--- config.mk ---
export PLATFORM = sky130hd
export DESIGN_NAME = captura_requisicao
export DESIGN_NICKNAME = d
export VERILOG_FILES = /design/src/rtl/captura_pkg.sv /design/src/rtl/debounce_botao.sv /design/src/rtl/captura_requisicao.sv
export SDC_FILE = /design/constraint.sdc
export NUM_CORES = 1
export LEC_CHECK = 0
export BUFFER_PORTS_ARGS = -buffer_cell sky130_fd_sc_hd__buf_2
export CAP_MARGIN = 20
export CORE_UTILIZATION = 53
export CTS_BUF_LIST = sky130_fd_sc_hd__clkbuf_16
export DETAILED_ROUTE_END_ITERATION = 6
export PLACE_DENSITY_LB_ADDON = 0.08
export SETUP_SLACK_MARGIN = 0.15
export SLEW_MARGIN = 20
export SYNTH_ARGS = -nofsm -noshare
export SYNTH_HDL_FRONTEND = slang
export SYNTH_SLANG_ARGS = --single-unit
--- constraint.sdc ---
create_clock -name clk_i -period 1.89 [get_ports clk_i]
set_input_delay 0.378 -clock clk_i [delete_from_list [all_inputs] [get_ports clk_i]]
set_output_delay 0.378 -clock clk_i [all_outputs]
set_load 0.01 [all_outputs]
--- src/rtl/captura_pkg.sv ---
// Shared definitions for the request-capture block.
// Contents:
//   - field widths for user, function and step-counter codes
//   - BTN bit roles (commit/step per port)
//   - per-port state enum (idle / hold)
//   - snapshot helpers that build USER/FUNC from the switch bits
package captura_pkg;

    localparam int unsigned USER_W    = 3;
    localparam int unsigned FUNC_W    = 3;
    localparam int unsigned SEL_W     = 2;
    localparam int unsigned TIMER_W   = 8;
    localparam int unsigned DEB_CNT_W = 8;
    localparam int unsigned NUM_PORTS = 2;
    localparam int unsigned NUM_BTN   = 4;

    // BTN bit roles
    localparam int unsigned BTN_COMMIT0 = 0;
    localparam int unsigned BTN_STEP0   = 1;
    localparam int unsigned BTN_STEP1   = 2;
    localparam int unsigned BTN_COMMIT1 = 3;

    typedef enum logic {
        StIdle = 1'b0,
        StHold = 1'b1
    } port_state_e;

    // Switches are wired LSB-first to the user code: sw[0] becomes the MSB.
    function automatic logic [USER_W-1:0] user_snapshot(input logic [2:0] sw);
        return {sw[0], sw[1], sw[2]};
    endfunction

    function automatic logic [FUNC_W-1:0] func_snapshot(input logic msb,
                                                        input logic [SEL_W-1:0] sel);
        return {msb, sel};
    endfunction

endpackage

--- src/rtl/debounce_botao.sv ---
// Two-flop synchroniser plus debouncer for one raw push button.
// The debounced level flips only after DEBOUNCE_CYCLES consecutive synchronised
// samples at the new level; any sample back at the old level restarts the count.
// A rising edge of the debounced level yields one registered 1-cycle pulse.
// Ports:
//   clk_i   - clock, rising edge
//   rst_ni  - asynchronous active-low reset
//   btn_i   - raw button, asynchronous to clk_i
//   pulse_o - 1-cycle pulse per accepted press
module debounce_botao
    import captura_pkg::*;
#(
    parameter int unsigned DEBOUNCE_CYCLES = 4
) (
    input  logic clk_i,
    input  logic rst_ni,
    input  logic btn_i,
    output logic pulse_o
);

    localparam logic [DEB_CNT_W-1:0] CntLast = DEB_CNT_W'(DEBOUNCE_CYCLES - 1);

    logic                 sync1_q, sync2_q;
    logic                 level_q, level_d;
    logic                 level_prev_q;
    logic                 pulse_q;
    logic [DEB_CNT_W-1:0] cnt_q, cnt_d;

    always_comb begin
        cnt_d   = cnt_q;
        level_d = level_q;
        if (sync2_q == level_q) begin
            cnt_d = '0;
        end else if (cnt_q == CntLast) begin
            level_d = sync2_q;
            cnt_d   = '0;
        end else begin
            cnt_d = cnt_q + DEB_CNT_W'(1);
        end
    end

    always_ff @(posedge clk_i or negedge rst_ni) begin
        if (!rst_ni) begin
            sync1_q      <= 1'b0;
            sync2_q      <= 1'b0;
            level_q      <= 1'b0;
            level_prev_q <= 1'b0;
            pulse_q      <= 1'b0;
            cnt_q        <= '0;
        end else begin
            sync1_q      <= btn_i;
            sync2_q      <= sync1_q;
            level_q      <= level_d;
            level_prev_q <= level_q;
            pulse_q      <= level_q & ~level_prev_q;
            cnt_q        <= cnt_d;
        end
    end

    assign pulse_o = pulse_q;

endmodule

--- src/rtl/captura_requisicao.sv ---
// Request capture stage: turns raw switches and buttons into latched
// (user, function) requests for two independent ports.
// Each port has a function-step counter (stepped by its step button) and an
// idle/hold FSM; a commit press snapshots the switches plus the step counter
// and keeps VALIDn high for HOLD_CYCLES cycles (a new commit reloads the timer).
// Optional feature, macro CAPTURA_LOCK_EN: a commit whose function equals the
// function held by the other port is rejected and pulses err_o; simultaneous
// commits with equal function keep the higher user code (tie: port 0).
// Without the macro every commit is accepted and err_o is 0.
// Ports:
//   clk_i, rst_ni         - clock; asynchronous active-low reset
//   ch_i[7:0]             - raw switches (synchronised, not debounced)
//   btn_i[3:0]            - raw buttons: 0 commit p0, 1 step p0, 2 step p1, 3 commit p1
//   user0_o/user1_o       - latched user codes
//   func0_o/func1_o       - latched function codes
//   valid0_o/valid1_o     - latched request live
//   sel0_o/sel1_o         - current function-step counters
//   err_o                 - 1-cycle pulse on a rejected commit
module captura_requisicao
    import captura_pkg::*;
#(
    parameter int unsigned DEBOUNCE_CYCLES = 4,
    parameter int unsigned HOLD_CYCLES     = 8
) (
    input  logic              clk_i,
    input  logic              rst_ni,
    input  logic [7:0]        ch_i,
    input  logic [3:0]        btn_i,
    output logic [USER_W-1:0] user0_o,
    output logic [USER_W-1:0] user1_o,
    output logic [FUNC_W-1:0] func0_o,
    output logic [FUNC_W-1:0] func1_o,
    output logic              valid0_o,
    output logic              valid1_o,
    output logic [SEL_W-1:0]  sel0_o,
    output logic [SEL_W-1:0]  sel1_o,
    output logic              err_o
);

    localparam logic [TIMER_W-1:0] HoldLoad = TIMER_W'(HOLD_CYCLES);

    logic [NUM_BTN-1:0]   btn_pulse;
    logic [NUM_PORTS-1:0] commit_pulse, step_pulse, accept;
    logic [7:0]           ch_s1_q, ch_s2_q;

    port_state_e          state_q [NUM_PORTS];
    port_state_e          state_d [NUM_PORTS];
    logic [TIMER_W-1:0]   timer_q [NUM_PORTS];
    logic [TIMER_W-1:0]   timer_d [NUM_PORTS];
    logic [USER_W-1:0]    user_q  [NUM_PORTS];
    logic [USER_W-1:0]    user_d  [NUM_PORTS];
    logic [FUNC_W-1:0]    func_q  [NUM_PORTS];
    logic [FUNC_W-1:0]    func_d  [NUM_PORTS];
    logic [SEL_W-1:0]     sel_q   [NUM_PORTS];
    logic [SEL_W-1:0]     sel_d   [NUM_PORTS];
    logic [USER_W-1:0]    snap_user [NUM_PORTS];
    logic [FUNC_W-1:0]    snap_func [NUM_PORTS];

    for (genvar b = 0; b < NUM_BTN; b++) begin : g_btn
        debounce_botao #(
            .DEBOUNCE_CYCLES(DEBOUNCE_CYCLES)
        ) u_debounce (
            .clk_i  (clk_i),
            .rst_ni (rst_ni),
            .btn_i  (btn_i[b]),
            .pulse_o(btn_pulse[b])
        );
    end

    assign commit_pulse = {btn_pulse[BTN_COMMIT1], btn_pulse[BTN_COMMIT0]};
    assign step_pulse   = {btn_pulse[BTN_STEP1], btn_pulse[BTN_STEP0]};

    // Snapshots use the pre-increment step counter when a step lands in the same cycle.
    assign snap_user[0] = user_snapshot(ch_s2_q[2:0]);
    assign snap_user[1] = user_snapshot(ch_s2_q[6:4]);
    assign snap_func[0] = func_snapshot(ch_s2_q[3], sel_q[0]);
    assign snap_func[1] = func_snapshot(ch_s2_q[7], sel_q[1]);

`ifdef CAPTURA_LOCK_EN
    logic [NUM_PORTS-1:0] reject;
    logic                 err_q;

    always_comb begin
        reject = '0;
        if (commit_pulse[0] && commit_pulse[1]) begin
            // Both snapshots replace whatever was held, so they only contend with each other.
            if (snap_func[0] == snap_func[1]) begin
                if (snap_user[1] > snap_user[0]) begin
                    reject[0] = 1'b1;
                end else begin
                    reject[1] = 1'b1;
                end
            end
        end else begin
            if (commit_pulse[0] && (state_q[1] == StHold) && (snap_func[0] == func_q[1])) begin
                reject[0] = 1'b1;
            end
            if (commit_pulse[1] && (state_q[0] == StHold) && (snap_func[1] == func_q[0])) begin
                reject[1] = 1'b1;
            end
        end
        accept = commit_pulse & ~reject;
    end

    always_ff @(posedge clk_i or negedge rst_ni) begin
        if (!rst_ni) begin
            err_q <= 1'b0;
        end else begin
            err_q <= |reject;
        end
    end

    assign err_o = err_q;
`else
    always_comb begin
        accept = commit_pulse;
    end

    assign err_o = 1'b0;
`endif

    always_comb begin
        for (int p = 0; p < NUM_PORTS; p++) begin
            state_d[p] = state_q[p];
            timer_d[p] = timer_q[p];
            user_d[p]  = user_q[p];
            func_d[p]  = func_q[p];
            sel_d[p]   = step_pulse[p] ? sel_q[p] + SEL_W'(1) : sel_q[p];
            unique case (state_q[p])
                StIdle: begin
                    if (accept[p]) begin
                        state_d[p] = StHold;
                        timer_d[p] = HoldLoad;
                        user_d[p]  = snap_user[p];
                        func_d[p]  = snap_func[p];
                    end
                end
                StHold: begin
                    if (accept[p]) begin
                        timer_d[p] = HoldLoad;
                        user_d[p]  = snap_user[p];
                        func_d[p]  = snap_func[p];
                    end else if (timer_q[p] == TIMER_W'(1)) begin
                        state_d[p] = StIdle;
                        timer_d[p] = '0;
                    end else begin
                        timer_d[p] = timer_q[p] - TIMER_W'(1);
                    end
                end
                default: begin
                    state_d[p] = StIdle;
                end
            endcase
        end
    end

    always_ff @(posedge clk_i or negedge rst_ni) begin
        if (!rst_ni) begin
            ch_s1_q <= '0;
            ch_s2_q <= '0;
            for (int p = 0; p < NUM_PORTS; p++) begin
                state_q[p] <= StIdle;
                timer_q[p] <= '0;
                user_q[p]  <= '0;
                func_q[p]  <= '0;
                sel_q[p]   <= '0;
            end
        end else begin
            ch_s1_q <= ch_i;
            ch_s2_q <= ch_s1_q;
            for (int p = 0; p < NUM_PORTS; p++) begin
                state_q[p] <= state_d[p];
                timer_q[p] <= timer_d[p];
                user_q[p]  <= user_d[p];
                func_q[p]  <= func_d[p];
                sel_q[p]   <= sel_d[p];
            end
        end
    end

    assign user0_o  = user_q[0];
    assign user1_o  = user_q[1];
    assign func0_o  = func_q[0];
    assign func1_o  = func_q[1];
    assign sel0_o   = sel_q[0];
    assign sel1_o   = sel_q[1];
    assign valid0_o = (state_q[0] == StHold);
    assign valid1_o = (state_q[1] == StHold);

endmodule

==> impl_metrics.py, run 1 <==
metrics = {
    "status": {
        "outcome": "finished, final reports clean",
    },
    "placement": {
        "dp_cells": 454,
        "hpwl_mm": 4.11,
        "place_congestion": 0.795,
        "port_buffers": 31,
    },
    "yosys": {
        "synth_top_family_by_area": "simple AND/OR/NAND/NOR gates",
        "ys.flop_type": "dfrtp_1",
        "ys_warn_count": 0,
        "synth-simple-area-share_pct": 15.7,
        "muxShareOfSynthArea_pct": 5.31,
        "synth_area_um2": 3980,
        "avgSynthCellArea_um2": 12.4,
        "synth_cell_type_count": 39,
        "synth-async-reset-ratio_pct": 100,
        "synth_nets": 342,
        "synth-edff-count": 0,
        "ys_seq_area_share_pct": 64.1,
        "ys_ff_latch": 102,
        "synth-adder-area-share_pct": 2.51,
        "synth_xor_xnor_area_share_pct": 7.26,
        "synth_compound_area_share_pct": 4.08,
        "synthCells": 320,
    },
    "clocking": {
        "numCtsBuffers": 9,
        "cts-root-buf": "clkbuf_16",
        "post_cts_resized": 0,
        "path_clk_slew_ns": 0.07,
        "cts_htree_levels": 3,
        "cts_max_path_buffers": 2,
        "clk_latency_ns": 0.33,
        "cts_hold_buf": 0,
        "cts_tree": "yes",
        "cts_sinks": 102,
    },
    "timing": {
        "setup_viol": 0,
        "hold_viol_final": 0,
        "finalCriticalPeriod_ns": 1.73,
        "skew_ns": 0.00736,
        "final.setup.tns_ns": 0,
        "post-route-period-util_pct": 91.7,
        "slew_viol_final": 0,
        "fmax_mhz": 577,
        "rsz0062_at_grt": "true",
    },
    "worst_setup_path": {
        "ff2ff_path_depth": 4,
        "cpMaxStageDelayCell": "or4_4",
        "timing.rr.end": "timer_q[3]$_DFFE_PN0P_",
        "slowest_delay_ns": 0.42,
        "worstPathRequired_ns": 2.10,
        "reg2reg_from": "timer_q[4]$_DFFE_PN0P_",
        "end_kind": "flop",
        "startpoint_type": "flop",
        "cp.arrival_ns": 1.95,
        "critical_path_class": "reg2reg",
        "reg2reg_setup_slack_ns": 0.16,
        "crit_chain": "or3_4 > or4_4 > nor3b_2 > a211o_1",
        "cp_max_fo": 3,
    },
    "pwr": {
        "p_leak_nw": 2.16,
        "powerDensity_nw_per_um2": 1520,
        "irDropWorstVdd_uv": 712,
    },
    "detailed_routing": {
        "vias_per_cell": 5.11,
        "drc": 0,
        "wire_per_inst_um": 13.0,
        "first_pass_iters": 4,
        "vias": 2410,
        "drtAntennaViolNets": 0,
        "wl_mm": 6.14,
        "drtIter0Drc": 110,
    },
    "floorplan": {
        "die_w_um": 88.7,
        "dieArea_um2": 7870,
        "row_count": 31,
        "initial_core_util_pct": 54.9,
        "core_um2": 7250,
        "pin_count": 33,
        "die_y_um": 88.7,
    },
    "grt": {
        "grt_pass1_wl_mm": 10.3,
        "grt_pass1_vias": 2223,
        "antenna_found_initial": 0,
        "grt_overflow": 0,
        "grt_usage_pct": 17.4,
        "grt_max_degree": 65,
    },
    "hold_path": {
        "hold_class": "in2async",
    },
    "final_layout": {
        "layoutNonFillerInstCount": 472,
        "layout_commonest_cell": "dfrtp_1",
        "layout-drive-gt1-share_pct": 20.9,
        "n_antenna_cell": 0,
        "syn2layout_area_growth_pct": 16.8,
        "fin_nets": 391,
        "layout_common_cells": "dfrtp_1, nor2_1, buf_2, nand3_1, xor2_1",
    },
    "run": {
        "cap_violations": 0,
    },
}
==> report_power, final <==
part / internal [mW] / leakage, nW / switching, mW / total, mW
clock: 1.03 / 0.147 / 0.769 / 1.80
sequential: 2.78 / 1.27 / 0.499 / 3.28
combinational: 0.995 / 0.740 / 0.987 / 1.98
==> cell usage after synthesis (2+ instances only) <==
library cell / number / share of area, %
a211oi_1: 2 / 0.38
a21o_1: 2 / 0.38
a21oi_1: 11 / 1.4
and2_1: 4 / 0.63
and3_1: 10 / 1.6
dfrtp_1: 102 / 64
ha_1: 8 / 2.5
inv_1: 6 / 0.57
mux2_2: 17 / 4.8
mux2i_1: 2 / 0.50
nand2_1: 19 / 1.8
nand2b_1: 3 / 0.47
nand3_1: 23 / 2.9
nand3b_1: 2 / 0.38
nor2_1: 35 / 3.3
nor2b_1: 7 / 1.1
nor3_1: 6 / 0.75
nor3b_1: 2 / 0.38
nor4_1: 2 / 0.31
nor4b_1: 4 / 0.88
o21ai_0: 2 / 0.25
o311ai_0: 2 / 0.44
o31ai_1: 2 / 0.38
xnor2_1: 11 / 2.4
xor2_1: 22 / 4.8
==> worst max-delay path, delay by kind of cell (launching register included) <==
family / cells / cell delay, ns
simple gates: 3 / 0.98
flops: 1 / 0.38
compound gates: 1 / 0.26
==> how the worst max path moves through the flow <==
stage / from / end / slack (ns) / cells past startpoint
global placement: timer_q[4]$_DFFE_PN0P_ / timer_q[3]$_DFFE_PN0P_ / 0.18 / 4
detailed placement: timer_q[4]$_DFFE_PN0P_ / timer_q[3]$_DFFE_PN0P_ / 0.15 / 4
finish: timer_q[4]$_DFFE_PN0P_ / timer_q[3]$_DFFE_PN0P_ / 0.16 / 4
global route: timer_q[1]$_DFFE_PN0P_ / timer_q[3]$_DFFE_PN0P_ / 0.09 / 6
CTS: timer_q[3]$_DFFE_PN0P_ / timer_q[3]$_DFFE_PN0P_ / 0.16 / 4
floorplan: timer_q[3]$_DFFE_PN0P_ / timer_q[3]$_DFFE_PN0P_ / 0.16 / 4
==> logic make-up (layout without fill, tap and decap cells) <==
logic type / after synthesis / in the layout
other: 1 / 1
multiplexers: 19 / 19
AND/OR/NAND/NOR: 123 / 123
flip-flops: 102 / 102
XOR/XNOR: 33 / 33
buffers and inverters: 9 / 62
adder cells (fa/ha/maj): 8 / 8
AO/OA/AOI/OAI: 25 / 25
==> cell type report <==
type,instances,area [µm²]
Clock buffer,9,225
Clock inverter,6,72.6
Fill cell,561,2600
Inverter,6,22.5
Multi-Input combinational cell,209,1400
Sequential cell,102,2550
Tap cell,99,124
Timing Repair Buffer,41,258
==> repair_timing <==
| item | CTS | global route |
|---|---|---|
| setup endpoints to repair | 1 | 2 |
| buffers inserted | 1 | 2 |
| endpoints found under the hold margin | 0 | 0 |
| pin swaps | 0 | 1 |
==> state kept, by name (all words and copies together), names as in the netlist, 4 cells and up <==
signal and cells:
g_btn.u_debounce.cnt_q 32, g_btn.u_debounce.sync2_q 4, timer_q 16, g_btn.u_debounce.level_prev_q 4, g_btn.u_debounce.level_q 4, ch_s2_q 8
g_btn.u_debounce.pulse_o 4, ch_s1_q 8, g_btn.u_debounce.sync1_q 4
==> through the flow <==
step / worst slack [ns] / total power [mW] / cell area (µm²) / hold WS [ns] / util, %
final: 0.157 / 7.06 / 4650 / 0.0157 / 64.2
after global routing: 0.0918 / 7.58 / 4650 / 0.0266 / 64.2
after CTS: 0.156 / 7.13 / 4640 / 0.0241 / 63.9
after detailed placement: 0.154 / 5.28 / 4330 / 0.335 / 59.7
after global placement: 0.178 / 5.21 / 4330 / 0.333 / 59.7
after floorplan: 0.157 / 4.58 / 3990 / 0.0824 / -
==> per-layer routing <==
layer | share of wire (%) | vias up | global-route usage [%] | wire [µm]
met4 | 0.64 | 0 | 4.40 | 39
li1 | - | 1191 | - | -
met5 | 0 | - | 0 | 0
met1 | 49 | 1179 | 23.4 | 3010
met2 | 46 | 36 | 26.8 | 2850
met3 | 3.9 | 4 | 6.62 | 237
(Power assumes the default switching activity.)
==> run 2: changes to the inputs <==
--- a/config.mk
+++ b/config.mk
@@ -7,7 +7,7 @@
 export LEC_CHECK = 0
 export BUFFER_PORTS_ARGS = -buffer_cell sky130_fd_sc_hd__buf_2
 export CAP_MARGIN = 20
-export CORE_UTILIZATION = 53
+export CORE_UTILIZATION = 25
 export CTS_BUF_LIST = sky130_fd_sc_hd__clkbuf_16
 export DETAILED_ROUTE_END_ITERATION = 6
 export PLACE_DENSITY_LB_ADDON = 0.08
==> run 2 against run 1 <==
  * Hold slack gained 0.079 ns
  * Combinational power grew 2%
  * Die area increased by 110%
  * Cell count increased by 24%
  * Count of clock-buffer cells in the layout did not move
  * Critical path depth unchanged
  * Global-route usage down 7.7 points
  * First-iteration DRC count is 3.6% higher
  * Fmax rose by 1.1%
  * Worst setup slack improved by 0.020 ns
  * Clock skew is 0.00058 ns higher
==> impl_metrics.py, run 2 (synthesis gave the netlist of run 1 again) <==
metrics = {
    "floorplan": {
        "die_y_um": 128,
        "core_um2": 15400,
        "dieArea_um2": 16400,
        "initial_core_util_pct": 25.9,
        "row_count": 45,
        "die_w_um": 128,
        "pin_count": 33,
    },
    "grt": {
        "grt_overflow": 0,
        "grt_pass1_vias": 2483,
        "grt_usage_pct": 9.67,
        "grt_pass1_wl_mm": 12.2,
        "grt_max_degree": 103,
        "antenna_found_initial": 0,
    },
    "final_layout": {
        "largest_register_ffs": 32,
        "regMostFlops": "g_btn.u_debounce.cnt_q",
        "layout_common_cells": "dfrtp_1, nor2_1, buf_2, nand3_1, xor2_1",
        "n_antenna_cell": 0,
        "fin_nets": 392,
        "layout_commonest_cell": "dfrtp_1",
        "layout-drive-gt1-share_pct": 20.8,
        "top_regs": "g_btn.u_debounce.cnt_q x32, timer_q x16",
        "num-fill-cells": 1581,
        "syn2layout_area_growth_pct": 21.0,
    },
    "worst_setup_path": {
        "critical_path_class": "reg2reg",
        "ff2ff_path_depth": 4,
        "startpoint_type": "flop",
        "cp.arrival_ns": 1.94,
        "end_kind": "flop",
        "cp-endpoint": "timer_q[3]$_DFFE_PN0P_",
        "reg2reg_setup_slack_ns": 0.18,
        "startpoint": "timer_q[2]$_DFFE_PN0P_",
        "timing.rr.end": "timer_q[3]$_DFFE_PN0P_",
        "reg2reg_from": "timer_q[2]$_DFFE_PN0P_",
        "cp_max_fo": 3,
        "worstPathRequired_ns": 2.12,
    },
    "timing": {
        "maxSlewHeadroom_pct": 63.4,
        "final.setup.tns_ns": 0,
        "postLayoutSetupSlackWorst_ns": 0.177,
        "rsz0062_at_grt": "true",
        "finalCriticalPeriod_ns": 1.71,
        "skew_ns": 0.00794,
        "hold_ws_ns": 0.0947,
        "post-route-period-util_pct": 90.6,
        "setup_viol": 0,
        "slew_viol_final": 0,
        "fmax_mhz": 584,
        "hold_viol_final": 0,
        "tightest_slew_ns": 0.550,
    },
    "detailed_routing": {
        "drtAntennaViolNets": 0,
        "wl_mm": 6.95,
        "drc": 0,
        "drtIter0Drc": 114,
        "top_layer_used": "met4",
        "vias_per_cell": 4.16,
        "wire_per_inst_um": 11.9,
        "wl_met1_mm": 3.37,
        "dr_wl_met3_um": 309,
        "vias": 2435,
        "wl_met2_mm": 3.15,
        "first_pass_iters": 5,
    },
    "run": {
        "cap_violations": 0,
    },
    "clocking": {
        "cts-root-buf": "clkbuf_16",
        "numCtsBuffers": 9,
        "path_clk_slew_ns": 0.07,
        "clk_latency_ns": 0.35,
        "cts_max_path_buffers": 2,
        "cts_tree": "yes",
        "cts_htree_levels": 3,
        "cts_hold_buf": 0,
        "cts_sinks": 102,
    },
    "placement": {
        "hpwl_mm": 4.39,
        "pre_cts_ws_ns": 0.161,
        "place_congestion": 0.723,
        "port_buffers": 31,
    },
    "hold_path": {
        "hold_class": "in2async",
    },
    "pwr": {
        "powerDensity_nw_per_um2": 1520,
        "irDropWorstVdd_uv": 514,
        "p_leak_nw": 2.18,
        "finalPower_mw": 7.35,
    },
    "status": {
        "outcome": "finished, final reports clean",
    },
}
[run 2: cell count changes in the layout (fill, tap and decap cells not counted), moves of 2 or more]
cell       change
bufinv_16      +2
clkinv_1       +2
buf_4          +2
clkinv_4       -3
[run 2: layout make-up]
cell class | instances | area, µm² | area share (%)
clock buffers | 9 | 225 | 4.67
clock inverters | 7 | 105 | 2.18
inverters | 6 | 22.5 | 0.467
multi-input cells | 209 | 1400 | 29.0
flip-flops and latches | 102 | 2550 | 53.0
well taps | 211 | 264 | 5.47
repair buffers | 42 | 253 | 5.24
[run 2: worst min-delay path by stage]
stage | from | endpoint | depth (start not counted)
5_1_grt | ch_i[3] | ch_s1_q[3]$_DFF_PN0_ | 1
3_3_place_gp | ch_s1_q[0]$_DFF_PN0_ | ch_s2_q[0]$_DFF_PN0_ | 0
3_5_place_dp | ch_s1_q[3]$_DFF_PN0_ | ch_s2_q[3]$_DFF_PN0_ | 0
4_1_cts | btn_i[0] | g_btn[0].u_debounce.sync1_q$_DFF_PN0_ | 1
6_report | rst_ni | timer_q[5]$_DFFE_PN0P_ | 2
2_1_floorplan | rst_ni | ch_s1_q[0]$_DFF_PN0_ | 0
[run 2: metal layers]
layer,vias up,track usage (%)
met4,0,3.94
met3,9,4.42
met5,-,0
met2,30,14.1
met1,1201,12.4
li1,1195,-
[run 2: report_power, final]
group / internal (mW) / switching [mW]
clock network: 1.28 / 0.780
registers: 2.78 / 0.496
logic: 1.02 / 1.00
total: 5.07 / 2.28
[run 2: worst max-delay path, cell delays in order, from the launching register on]
cell,delay [ns]
dfrtp_2,0.41
or3_4,0.39
or4_4,0.42
nor3b_2,0.16
a211o_1,0.22
[run 2: repair_timing]
item / in CTS / in global routing
resized for setup: 0 / 2
cloned: 0 / 0
setup buffers: 1 / 3
endpoints found under the setup margin: 1 / 5
endpoints found under the hold margin: 0 / 0
pin swaps: 0 / 3
[run 2: per-stage QoR]
stage,cells,area [µm²],utilization (%)
final,586,4820,31.4
after global routing,586,4820,31.4
after CTS,583,4800,31.2
after detailed placement,566,4460,29.0
after global placement,566,4460,29.0
after floorplan,320,3990,-
